<file path="config.mk">
export PLATFORM = sky130hd
export DESIGN_NAME = host_status_wr
export DESIGN_NICKNAME = d
export VERILOG_FILES = /design/src/rtl/host_status_wr_pkg.sv /design/src/rtl/host_status_wr.sv
export SDC_FILE = /design/constraint.sdc
export NUM_CORES = 1
export LEC_CHECK = 0
export ABC_AREA = 1
export BUFFER_PORTS_ARGS = -buffer_cell sky130_fd_sc_hd__buf_2
export CAP_MARGIN = 25
export CORE_ASPECT_RATIO = 1.25
export CORE_UTILIZATION = 43
export CTS_BUF_LIST = sky130_fd_sc_hd__clkbuf_16
export CTS_CLUSTER_DIAMETER = 100
export DETAILED_ROUTE_END_ITERATION = 12
export GPL_TIMING_DRIVEN = 0
export MAX_ROUTING_LAYER = met4
export PLACE_DENSITY_LB_ADDON = 0.2
export SLEW_MARGIN = 20
export SYNTH_ARGS = -nofsm -noshare
export SYNTH_HDL_FRONTEND = slang
export SYNTH_SLANG_ARGS = --single-unit
</file>
<file path="constraint.sdc">
create_clock -name trn_clk -period 2.2 [get_ports trn_clk]
set_input_delay 0.11 -clock trn_clk [delete_from_list [all_inputs] [get_ports trn_clk]]
set_output_delay 0.11 -clock trn_clk [all_outputs]
set_load 0.01 [all_outputs]
</file>
<file path="src/rtl/host_status_wr_pkg.sv">
// Shared TLP constants, TX FSM state encoding and header helpers for the
// host status write-back master.
package host_status_wr_pkg;

  localparam logic [6:0] MEM_WR32_FMT_TYPE = 7'h40;
  localparam logic [6:0] MEM_WR64_FMT_TYPE = 7'h60;

  localparam logic [2:0] TLP_TC_DW0    = 3'b000;
  localparam logic       TLP_TD_DW0    = 1'b0;
  localparam logic       TLP_EP_DW0    = 1'b0;
  localparam logic [1:0] TLP_ATTR_DW0  = 2'b00;
  localparam logic [9:0] TLP_LEN1_DW0  = 10'd1;

  localparam logic [3:0] TLP_LAST_BE   = 4'h0;
  localparam logic [3:0] TLP_FIRST_BE  = 4'hF;

  localparam logic [7:0] TREM_BOTH     = 8'h00;
  localparam logic [7:0] TREM_UPPER    = 8'h0F;
  localparam logic [7:0] TREM_IDLE     = 8'hFF;

  typedef enum logic [2:0] {
    IDLE, ARB, CHK, WBUF, B0, B1, B2
  } state_t;

  function automatic logic [31:0] swap32(input logic [31:0] v);
    return {v[7:0], v[15:8], v[23:16], v[31:24]};
  endfunction

  function automatic logic [31:0] mem_wr_dw0(input logic [6:0] fmt_type);
    return {1'b0, fmt_type, 1'b0, TLP_TC_DW0, 4'b0000, TLP_TD_DW0, TLP_EP_DW0,
            TLP_ATTR_DW0, 2'b00, TLP_LEN1_DW0};
  endfunction

endpackage

</file>
<file path="src/rtl/host_status_wr.sv">
// Bus-master transmitter: one 1-DW posted Memory Write of status_val to
// host_addr per trigger, sharing the TRN TX link via req_ep/my_turn.
module host_status_wr
  import host_status_wr_pkg::*;
#(
  parameter logic [7:0] TAG        = 8'h00,
  parameter bit         SWAP_BYTES = 1'b1
) (
  input  logic        trn_clk,
  input  logic        reset,
  output logic [63:0] trn_td,
  output logic [7:0]  trn_trem_n,
  output logic        trn_tsof_n,
  output logic        trn_teof_n,
  output logic        trn_tsrc_rdy_n,
  output logic        trn_tsrc_dsc_n,
  input  logic        trn_tdst_rdy_n,
  input  logic [3:0]  trn_tbuf_av,
  input  logic [15:0] cfg_completer_id,
  input  logic        cfg_bus_mstr_enable,
  input  logic [63:0] host_addr,
  input  logic [31:0] status_val,
  input  logic        trigger,
  output logic        busy,
  output logic        done,
  input  logic        my_turn,
  output logic        req_ep,
  output logic        driving_interface
);

  state_t      state, state_d;
  logic [63:0] addr_q, addr_d;
  logic [31:0] val_q, val_d;
  logic        pending, pending_d;
  logic [63:0] td_d;
  logic [7:0]  trem_d;
  logic        sof_d, eof_d, rdy_d;
  logic        req_d, drv_d, done_d, busy_d;
  logic        finish;

  logic        fmt64;
  logic [31:0] payload;
  logic [63:0] beat0, beat1, beat2;
  logic        unused_ok;

  assign trn_tsrc_dsc_n = 1'b1;
  assign unused_ok      = ^{trn_tbuf_av[3:2], trn_tbuf_av[0], addr_q[1:0]};

  assign fmt64   = |addr_q[63:32];
  assign payload = SWAP_BYTES ? swap32(val_q) : val_q;
  assign beat0   = {mem_wr_dw0(fmt64 ? MEM_WR64_FMT_TYPE : MEM_WR32_FMT_TYPE),
                    cfg_completer_id, TAG, TLP_LAST_BE, TLP_FIRST_BE};
  assign beat1   = fmt64 ? {addr_q[63:32], addr_q[31:2], 2'b00}
                         : {addr_q[31:2], 2'b00, payload};
  assign beat2   = {payload, 32'h0};

  always_comb begin
    state_d   = state;
    addr_d    = addr_q;
    val_d     = val_q;
    pending_d = pending | (trigger && (state != IDLE));
    td_d      = trn_td;
    trem_d    = trn_trem_n;
    sof_d     = trn_tsof_n;
    eof_d     = trn_teof_n;
    rdy_d     = trn_tsrc_rdy_n;
    req_d     = req_ep;
    drv_d     = driving_interface;
    done_d    = 1'b0;
    busy_d    = busy;
    finish    = 1'b0;

    case (state)
      IDLE: begin
        if ((trigger || pending) && cfg_bus_mstr_enable) begin
          addr_d    = host_addr;
          val_d     = status_val;
          pending_d = 1'b0;
          req_d     = 1'b1;
          busy_d    = 1'b1;
          state_d   = ARB;
        end else if (trigger) begin
          pending_d = 1'b1;
          busy_d    = 1'b1;
        end
      end
      ARB: begin
        if (my_turn) begin
          req_d   = 1'b0;
          drv_d   = 1'b1;
          state_d = CHK;
        end
      end
      CHK: begin
        if (trn_tbuf_av[1]) begin
          td_d    = beat0;
          trem_d  = TREM_BOTH;
          sof_d   = 1'b0;
          eof_d   = 1'b1;
          rdy_d   = 1'b0;
          state_d = B0;
        end else begin
          drv_d   = 1'b0;
          state_d = WBUF;
        end
      end
      WBUF: begin
        if (trn_tbuf_av[1]) begin
          req_d   = 1'b1;
          state_d = ARB;
        end
      end
      B0: begin
        if (!trn_tdst_rdy_n) begin
          td_d    = beat1;
          trem_d  = TREM_BOTH;
          sof_d   = 1'b1;
          eof_d   = fmt64;
          state_d = B1;
        end
      end
      B1: begin
        if (!trn_tdst_rdy_n) begin
          if (fmt64) begin
            td_d    = beat2;
            trem_d  = TREM_UPPER;
            eof_d   = 1'b0;
            state_d = B2;
          end else begin
            finish = 1'b1;
          end
        end
      end
      B2: begin
        if (!trn_tdst_rdy_n) finish = 1'b1;
      end
      default: state_d = IDLE;
    endcase

    // busy follows the next pending so a trigger seen on the finish edge keeps it high
    if (finish) begin
      rdy_d   = 1'b1;
      sof_d   = 1'b1;
      eof_d   = 1'b1;
      drv_d   = 1'b0;
      done_d  = 1'b1;
      busy_d  = pending_d;
      state_d = IDLE;
    end
  end

  always_ff @(posedge trn_clk) begin
    if (reset) begin
      state             <= IDLE;
      addr_q            <= '0;
      val_q             <= '0;
      pending           <= 1'b0;
      trn_td            <= '0;
      trn_trem_n        <= TREM_IDLE;
      trn_tsof_n        <= 1'b1;
      trn_teof_n        <= 1'b1;
      trn_tsrc_rdy_n    <= 1'b1;
      req_ep            <= 1'b0;
      driving_interface <= 1'b0;
      done              <= 1'b0;
      busy              <= 1'b0;
    end else begin
      state             <= state_d;
      addr_q            <= addr_d;
      val_q             <= val_d;
      pending           <= pending_d;
      trn_td            <= td_d;
      trn_trem_n        <= trem_d;
      trn_tsof_n        <= sof_d;
      trn_teof_n        <= eof_d;
      trn_tsrc_rdy_n    <= rdy_d;
      req_ep            <= req_d;
      driving_interface <= drv_d;
      done              <= done_d;
      busy              <= busy_d;
    end
  end

endmodule

</file>
======== Word-level counts from Yosys, hierarchy flattened ========
Index checks and enable logic that the tools add are counted.
word-level totals
  register bits after elaboration ......... 179
  input bits .............................. 122
  output and inout bits ................... 80
  word-level logic and storage cells ...... 96
cells by class
  eq/ne operators ......................... 14
  muxes and demuxes ....................... 46
  bitwise operators ....................... 2
  reduce and logical (&&, ||, !) cells .... 21
operator list
  operator              count
  $mux W64              5
  $pmux W64 S3          1
  $mux W8               4
  $reduce_or A32 Y1     1
  $pmux W8 S3           1
  $mux W1               21
  $mux W3               7
  $pmux W3 S7           1
  $ne A2 B2 Y1 const B  8
  $reduce_bool A3 Y1    4
  $eq A3 B3 Y1 const B  3
  $reduce_and A7 Y1     1
  $eq A3 B2 Y1 const B  2
  $mux W6               1
  $pmux W1 S2           3
  $pmux W1 S3           2
  $reduce_and A2 Y1     3
  $reduce_and A3 Y1     2
  $reduce_bool A2 Y1    3
  $reduce_and A5 Y1     1
  $reduce_and A4 Y1     1
  $eq A3 B1 Y1 const B  1
  $logic_not A3 Y1      1
  $logic_and A1 B1 Y1   2
  other kinds (4)       4

======== Depth between registers and ports, before layout ========
Gate-level depths: netlist of run 1.
  depth after elaboration ................. 7
  depth in mapped cells ................... 13
  gate-level depth less buffers ........... 12

======== Worst setup path after synthesis of run 1 ========
No wires, ideal clock.
  path kind ............................... register to register
  start point ............................. register addr_q[35]
  end point ............................... register trn_td[2]
  library setup time ...................... 113 ps
  arrival ................................. 1485 ps
  required time ........................... 2087 ps
  setup slack ............................. 602 ps
  stages on the path, launching flop included .. 13
  buffers on the path ..................... 2
  period minus slack after synthesis ...... 1598 ps
  cell sequence ........................... dfxtp_1 nor2_1 nand2_1 nor2_1 nand2_1 nor2_4 nor2_1 buf_2 buf_2 nand2_1 nand2_1 nor2_1 nor2_1
on the way
  cells in the longest elaborated chain, start to end .. 4
  elaborated cells on any way between the ends .. 6
  those cells by class .................... eq/ne (1); mux (3); reduce/logical (2)
RTL lines
  what                    RTL line               source
  from (decl)             host_status_wr.sv:32   logic [63:0] addr_q, addr_d;
  from (signal assigned)  host_status_wr.sv:169  addr_q <= addr_d;
  $reduce_or A32 Y1 (*)   host_status_wr.sv:49   assign fmt64 = |addr_q[63:32];
  $mux W64                host_status_wr.sv:53   assign beat1 = fmt64 ? {addr_q[63:32], addr_q[31:2], 2'b00}
  $mux W64                host_status_wr.sv:114  if (!trn_tdst_rdy_n) begin
  $pmux W64 S3            host_status_wr.sv:73   case (state)
  to (signal assigned)    host_status_wr.sv:172  trn_td <= td_d;
  to (decl)               host_status_wr.sv:11   output logic [63:0] trn_td,
Mark *: on every way between the ends. The rest lies on a longest branch, timed or not. The select of a mux whose other input is x is not followed.
A chain may end at the register's enable or synchronous reset.

======== Worst setup path after layout of run 1 ========
  start point ............................. register addr_q[51]
  end point ............................... register trn_td[34]
Same word-level chain as after synthesis.

==> run summary, run 1 <==
post-route cell area - 10600 um^2
full die area - 18700 um^2
Tightest Hold Check Type - in -> reg
Post-Place Setup Slack - -35.8 ps
Die W - 122 um
RePlAce Congestion - 0.914
final clock skew - 9.59 ps
syn nets - 1340
CORE AREA - 17600 um^2
Rows - 54
CTS Buf Count - 17
number of global-route vias before repair - 8032
H-tree depth - 4
Vias - 8657
Ys Warns - 0
initial DRC count - 700
Seq pwr share - 0.370
Combinational Power Share - 0.392
Arrival @ worst endpoint - 2400 ps
CP Capture Type - register
pin count of the biggest net entering global routing - 17
RR Endpoint - trn_td[34]
crit path launch type - register
layout cell share with drive strength beyond 1 - 0.173
Hold Path Origin - status_val[9]
static leakage - 0.00509 uW
DRT Pass-1 Iters - 5
reg2reg start - addr_q[51]
EDFF count, synth - 0
DRC - 0
Switching Fraction - 0.393
hold_ws - -5.22 ps
Initial Util - 0.443
Unique masters post-synth - 24
Met2 Routed Length - 12700 um
failing checks - negative hold slack
max-slew violations - 0
Metal-1 WL - 11600 um
WHS Endpoint - val_q[9]
Fmax - 485 MHz
critical path class - reg -> reg
worst hold path cell count - 3
CTS tree - done
IO Port Bufs - 195
Final Hold Viols - 1
CTS root buffer - clkbuf_16
final net count - 1645
Final WS setup - 136 ps
fill cell count - 1744
initial antenna violation count - 0
Pwr Total - 12700 uW
Pint - 7720 uW
final setup violating endpoints - 0
Rel. slew slack - 0.447
async set-reset flop share out of synthesis - 0
grt total ovfl - 0
first-pass GRT wire length - 42000 um
Final ANT Viol Nets - 0
Cells after Synth - 1218
Slew @ Worst Pin - 824 ps
syn_area_per_cell - 6.40 um^2
Total GRT Usage - 0.304
VDD IR max - 0.605 mV
Clock Tree Buf Depth - 2
outcome - finished with violations
RSZ-0062 raised after global routing - false
number of max-cap violations - 0
# diodes - 0
fin crit period - 2060 ps
WL met3 - 1510 um
Area Growth Syn to Fin - 35.9%
max layer used - met4
clk sink count - 171
Avg WL per Cell - 15.3 um
Main synth FF type - dfxtp_1
Worst-Skew Late Latency - 440 ps
fin crit share - 0.938
R2R Setup Slk - 140 ps
Cell Area, Placed - 9050 um^2
R2R depth - 12
post-synthesis sequential area ratio - 0.439
via-per-instance ratio - 4.92
hpwl dp - 19500 um
Worst Path Required - 2530 ps
Die Y - 152 um
Routed WL - 26900 um
Pwr Density - 1200 nW/um^2
Sw Pwr - 4990 uW
#FFs+latches synth - 171
Clk pin slew, worst setup/hold paths - 70 ps
clock share of power - 0.238
Netlist Area Pre-Place - 7790 um^2
# IOs - 202
crit path max fanout - 10
-- final cells by class --
type                            instances  area (um^2)  share of cell area
Multi-Input combinational cell        852         3580               0.338
Tap cell                              224          280              0.0265
Buffer                                 78          373              0.0352
Clock inverter                         15          160              0.0151
Clock buffer                           17          425              0.0402
Timing Repair Buffer                  289         1910               0.181
Inverter                              114          430              0.0407
Sequential cell                       171         3420               0.324
-- state kept, by name (all words and copies together) (netlist names) --
| signal | flops |
|---|---|
| trn_tsrc_rdy_n | 1 |
| trn_tsof_n | 1 |
| req_ep | 1 |
| pending | 1 |
| val_q | 32 |
| trn_trem_n | 2 |
| done | 1 |
| busy | 1 |
| addr_q | 62 |
| driving_interface | 1 |
| trn_teof_n | 1 |
| trn_td | 64 |
| state | 3 |
-- routing by layer --
layer | global-route usage | vias to the layer above
met4 | 0.134 | 0
li1 | - | 4382
met2 | 0.475 | 305
met5 | - | -
met3 | 0.0483 | 71
met1 | 0.383 | 3899
-- cell families after synthesis --
| kind of cell | count (synthesis) | share of synthesized area |
|---|---|---|
| buf+inv | 195 | 0.103 |
| compound gates | 145 | 0.0935 |
| flops | 171 | 0.439 |
| other cells | 1 | 0.000481 |
| simple gates | 706 | 0.364 |
-- stage by stage --
step	util	setup TNS, ps	instances
6_report	0.603	0	1760
5_1_grt	0.603	0	1760
4_1_cts	0.602	0	1763
3_5_place_dp	0.515	-166	1637
3_3_place_gp	0.515	-172	1637
2_1_floorplan	-	0	1218
-- critical path: stages (launching register included) --
cell and delay [ps]:
dfxtp_1 330, nor2_1 100, nand2_1 70, nor2_1 180, nand2_1 170, nor2_4 210, nor2_1 120, buf_2 210
buf_2 210, nand2_1 80, nand3_1 90, nor2_1 130, nor2_1 50
-- Yosys cell counts, types with 2 or more instances --
cell      instances  area share
inv_1           109       0.053
nand2_1         291        0.14
nand4_1           5      0.0040
nand2_2           2      0.0016
o21ai_0         113       0.073
clkbuf_1         55       0.027
nand3_1         113       0.073
dfxtp_1         171        0.44
inv_2             4      0.0019
a21oi_1          30       0.019
buf_4            13       0.013
nor2_1          290        0.14
buf_2            11      0.0071
-- cells in the final DEF, fill, tap and decap left out --
cell type      instances
nand2_2                5
a21oi_1               30
inv_2                  3
inv_1                112
nor3_2                 1
inv_4                  1
buf_6                  2
buf_2                206
dfxtp_1              170
clkinvlp_4             4
nor3_1                 1
nand4_1                5
nor2_4                 1
o21ai_1                1
nand2_1              288
o211ai_1               1
clkbuf_1              47
nor2_1               290
nand3_1              113
dlygate4sd3_1         92
conb_1                 1
clkinv_1               4
nor4_1                 1
bufinv_16              3
nand3_4                1
clkinv_4               2
clkbuf_16             17
buf_1                  1
o21ai_0              113
buf_4                 14
clkbuf_2               5
dfxtp_2                1
-- worst max path at each step --
| stage | depth (start not counted) | slack, ps | from | end |
|---|---|---|---|---|
| finish | 12 | 140 | addr_q[51] | trn_td[34] |
| global route | 12 | 2 | addr_q[63] | trn_td[13] |
| CTS | 10 | 30 | state[0] | trn_td[61] |
| detailed placement | 10 | -40 | state[0] | trn_td[61] |
| global placement | 10 | -30 | state[0] | trn_td[61] |
| floorplan | 12 | 600 | addr_q[35] | trn_td[2] |
-- power by group through the flow --
stage	Sequential [uW]	Clock (uW)	Combinational, uW
after floorplan	4890	0	2970
after global placement	4720	0	4710
after detailed placement	4750	0	4780
after CTS	4680	3060	4940
after global routing	4810	3200	5640
final	4700	3030	4980
-- repair_timing --
action,CTS,global route
hold buffers,92,0
buffers inserted,2,0
endpoints found under the setup margin,25,60
resized for setup,3,14
gates cloned,0,0
hold endpoints to repair,94,0
pin swaps,1,0
Note: power is estimated with default switching activity, not from simulation.
==> run 2: changes to the inputs <==
--- a/config.mk
+++ b/config.mk
@@ -9,5 +9,5 @@
 export BUFFER_PORTS_ARGS = -buffer_cell sky130_fd_sc_hd__buf_2
 export CAP_MARGIN = 25
-export CORE_ASPECT_RATIO = 1.25
+export CORE_ASPECT_RATIO = 0.6
 export CORE_UTILIZATION = 43
 export CTS_BUF_LIST = sky130_fd_sc_hd__clkbuf_16
==> constraint.sdc (replaced) <==
create_clock -name trn_clk -period 2.2 [get_ports trn_clk]
set_input_delay 0.11 -clock trn_clk [delete_from_list [all_inputs] [get_ports trn_clk]]
set_output_delay 0.11 -clock trn_clk [all_outputs]
set_load 0.1 [all_outputs]
==> run summary, run 2 (synthesis results as in run 1) <==
outcome - finished, final reports clean
max reg flops - 64
crit path to - trn_td[29]
via-per-instance ratio - 4.99
Worst Path Required - 2520 ps
Rel. slew slack - 0.477
post-route cell area - 10600 um^2
Critical path buffers and inverters - 3
R2R Setup Slk - 100 ps
CP Capture Type - register
first-pass GRT wire length - 41400 um
Fmax - 477 MHz
Post-Place Setup Slack - -187 ps
RePlAce Congestion - 0.953
RR Endpoint - trn_td[29]
initial antenna violation count - 0
crit path launch - state[0]
CP max stage delay - 350 ps
fin cells - 1767
VDD IR max - 1.37 mV
pin count of the biggest net entering global routing - 18
crit path max fanout - 10
number of max-cap violations - 0
Hold Path Origin - status_val[22]
Rows - 37
critical path class - reg -> reg
GR met1 Demand/Resource - 0.449
Die W - 176 um
Vias - 8822
met2 Usage GRT - 0.406
DRC - 0
final net count - 1642
CP top delay family - simple AND/OR/NAND/NOR gates
Die Y - 106 um
Stages on worst setup path - 10
Slew @ Worst Pin - 779 ps
# IOs - 202
CTS tree - done
Arrival @ worst endpoint - 2420 ps
most frequent cells in the layout - 287 x nand2_1, 286 x nor2_1, 205 x buf_2
RSZ-0062 raised after global routing - false
met3 usage - 0.0658
fin crit share - 0.952
CP max-delay cell - dfxtp_2
Clk pin slew, worst setup/hold paths - 80 ps
Routed WL - 27500 um
CP Cell Sequence - nor2_1 > nand2_2 > nand2_2 > inv_4 > nand2_2 > nand3_4 > buf_6 > buf_4 > nor2_1 > nor2_1
Top reg by flops - trn_td
Pwr Density - 1570 nW/um^2
Initial Util - 0.448
Cell Area, Placed - 9060 um^2
Clock Tree Buf Depth - 2
CTS root buffer - clkbuf_16
number of global-route vias before repair - 7752
initial DRC count - 956
crit path launch type - register
final setup violating endpoints - 0
hold_ws - 6.99 ps
CORE AREA - 17400 um^2
fin crit period - 2100 ps
Tightest Hold Check Type - in -> reg
IO Port Bufs - 195
# diodes - 0
grt total ovfl - 0
H-tree depth - 4
layout cell share with drive strength beyond 1 - 0.182
Final WS setup - 105 ps
reg2reg start - state[0]
Final Hold Viols - 0
Worst-Skew Late Latency - 440 ps
hpwl dp - 20100 um
placed cells - 1647
commonest non-fill, non-tap cell in the layout - nand2_1
Area Growth Syn to Fin - 35.6%
max-slew violations - 0
CTS Buf Count - 17
DRT Pass-1 Iters - 5
final clock skew - 12.5 ps
Avg WL per Cell - 15.5 um
Total GRT Usage - 0.303
static leakage - 0.00509 uW
clk sink count - 171
full die area - 18700 um^2
Final ANT Viol Nets - 0
biggest regs - trn_td (64), addr_q (62), val_q (32)
R2R depth - 10
busiest metal layer after global routing - met1
## run 2: cell types whose count changed in the layout (fill, tap and decap cells not counted), sizes merged
cell,previous run,this run
clkinv,6,4
dlygate4sd3,92,87
clkinvlp,4,1
bufinv,3,0
inv,116,124
clkbuf,69,71
## run 2: per-layer routing
| metal | up-vias | wire length, um |
|---|---|---|
| li1 | 4376 | - |
| met1 | 3948 | 13200 |
| met2 | 457 | 10900 |
| met3 | 41 | 2920 |
| met4 | 0 | 473 |
| met5 | - | 0 |
## run 2: where the power goes
part	switching, uW	internal, uW	total (uW)
clock	1420	1490	2910
sequential	657	4090	4750
combinational	7070	1880	8950
total	9150	7460	16600
## run 2: tightest hold or removal path: stages
cell     delay [ps]
buf_2            80
o21ai_0         100
a21oi_1         120
## run 2: layout make-up
cell class | instances | area [um^2]
clock inverters | 15 | 128
multi-input cells | 852 | 3600
well taps | 234 | 293
inverters | 114 | 430
repair buffers | 285 | 1880
fillers | 1697 | 6840
clock buffers | 17 | 425
plain buffers | 79 | 380
flip-flops and latches | 171 | 3430
## run 2: timing repair
item | CTS | global route
hold endpoints to repair | 89 | 0
resized for setup | 4 | 25
setup endpoints to repair | 60 | 70
hold buffers | 87 | 0
buffers inserted | 2 | 1
pin swaps | 1 | 1
## run 2: stage by stage
| step | setup TNS, ps | util | power [uW] |
|---|---|---|---|
| 2_1_floorplan | 0 | - | 11700 |
| 3_3_place_gp | -6790 | 0.520 | 13400 |
| 3_5_place_dp | -6250 | 0.520 | 13400 |
| 4_1_cts | -58.8 | 0.604 | 16500 |
| 5_1_grt | 0 | 0.607 | 17400 |
| 6_report | 0 | 0.607 | 16600 |
## run 2: worst min path at each step
| stage | slack, ps | endpoint | depth (start not counted) |
|---|---|---|---|
| after floorplan | 180 | trn_td[33] | 1 |
| after global placement | 360 | addr_q[41] | 3 |
| after detailed placement | 370 | addr_q[55] | 3 |
| after CTS | 3 | val_q[29] | 3 |
| after global routing | 7 | val_q[25] | 3 |
| final | 7 | val_q[22] | 3 |
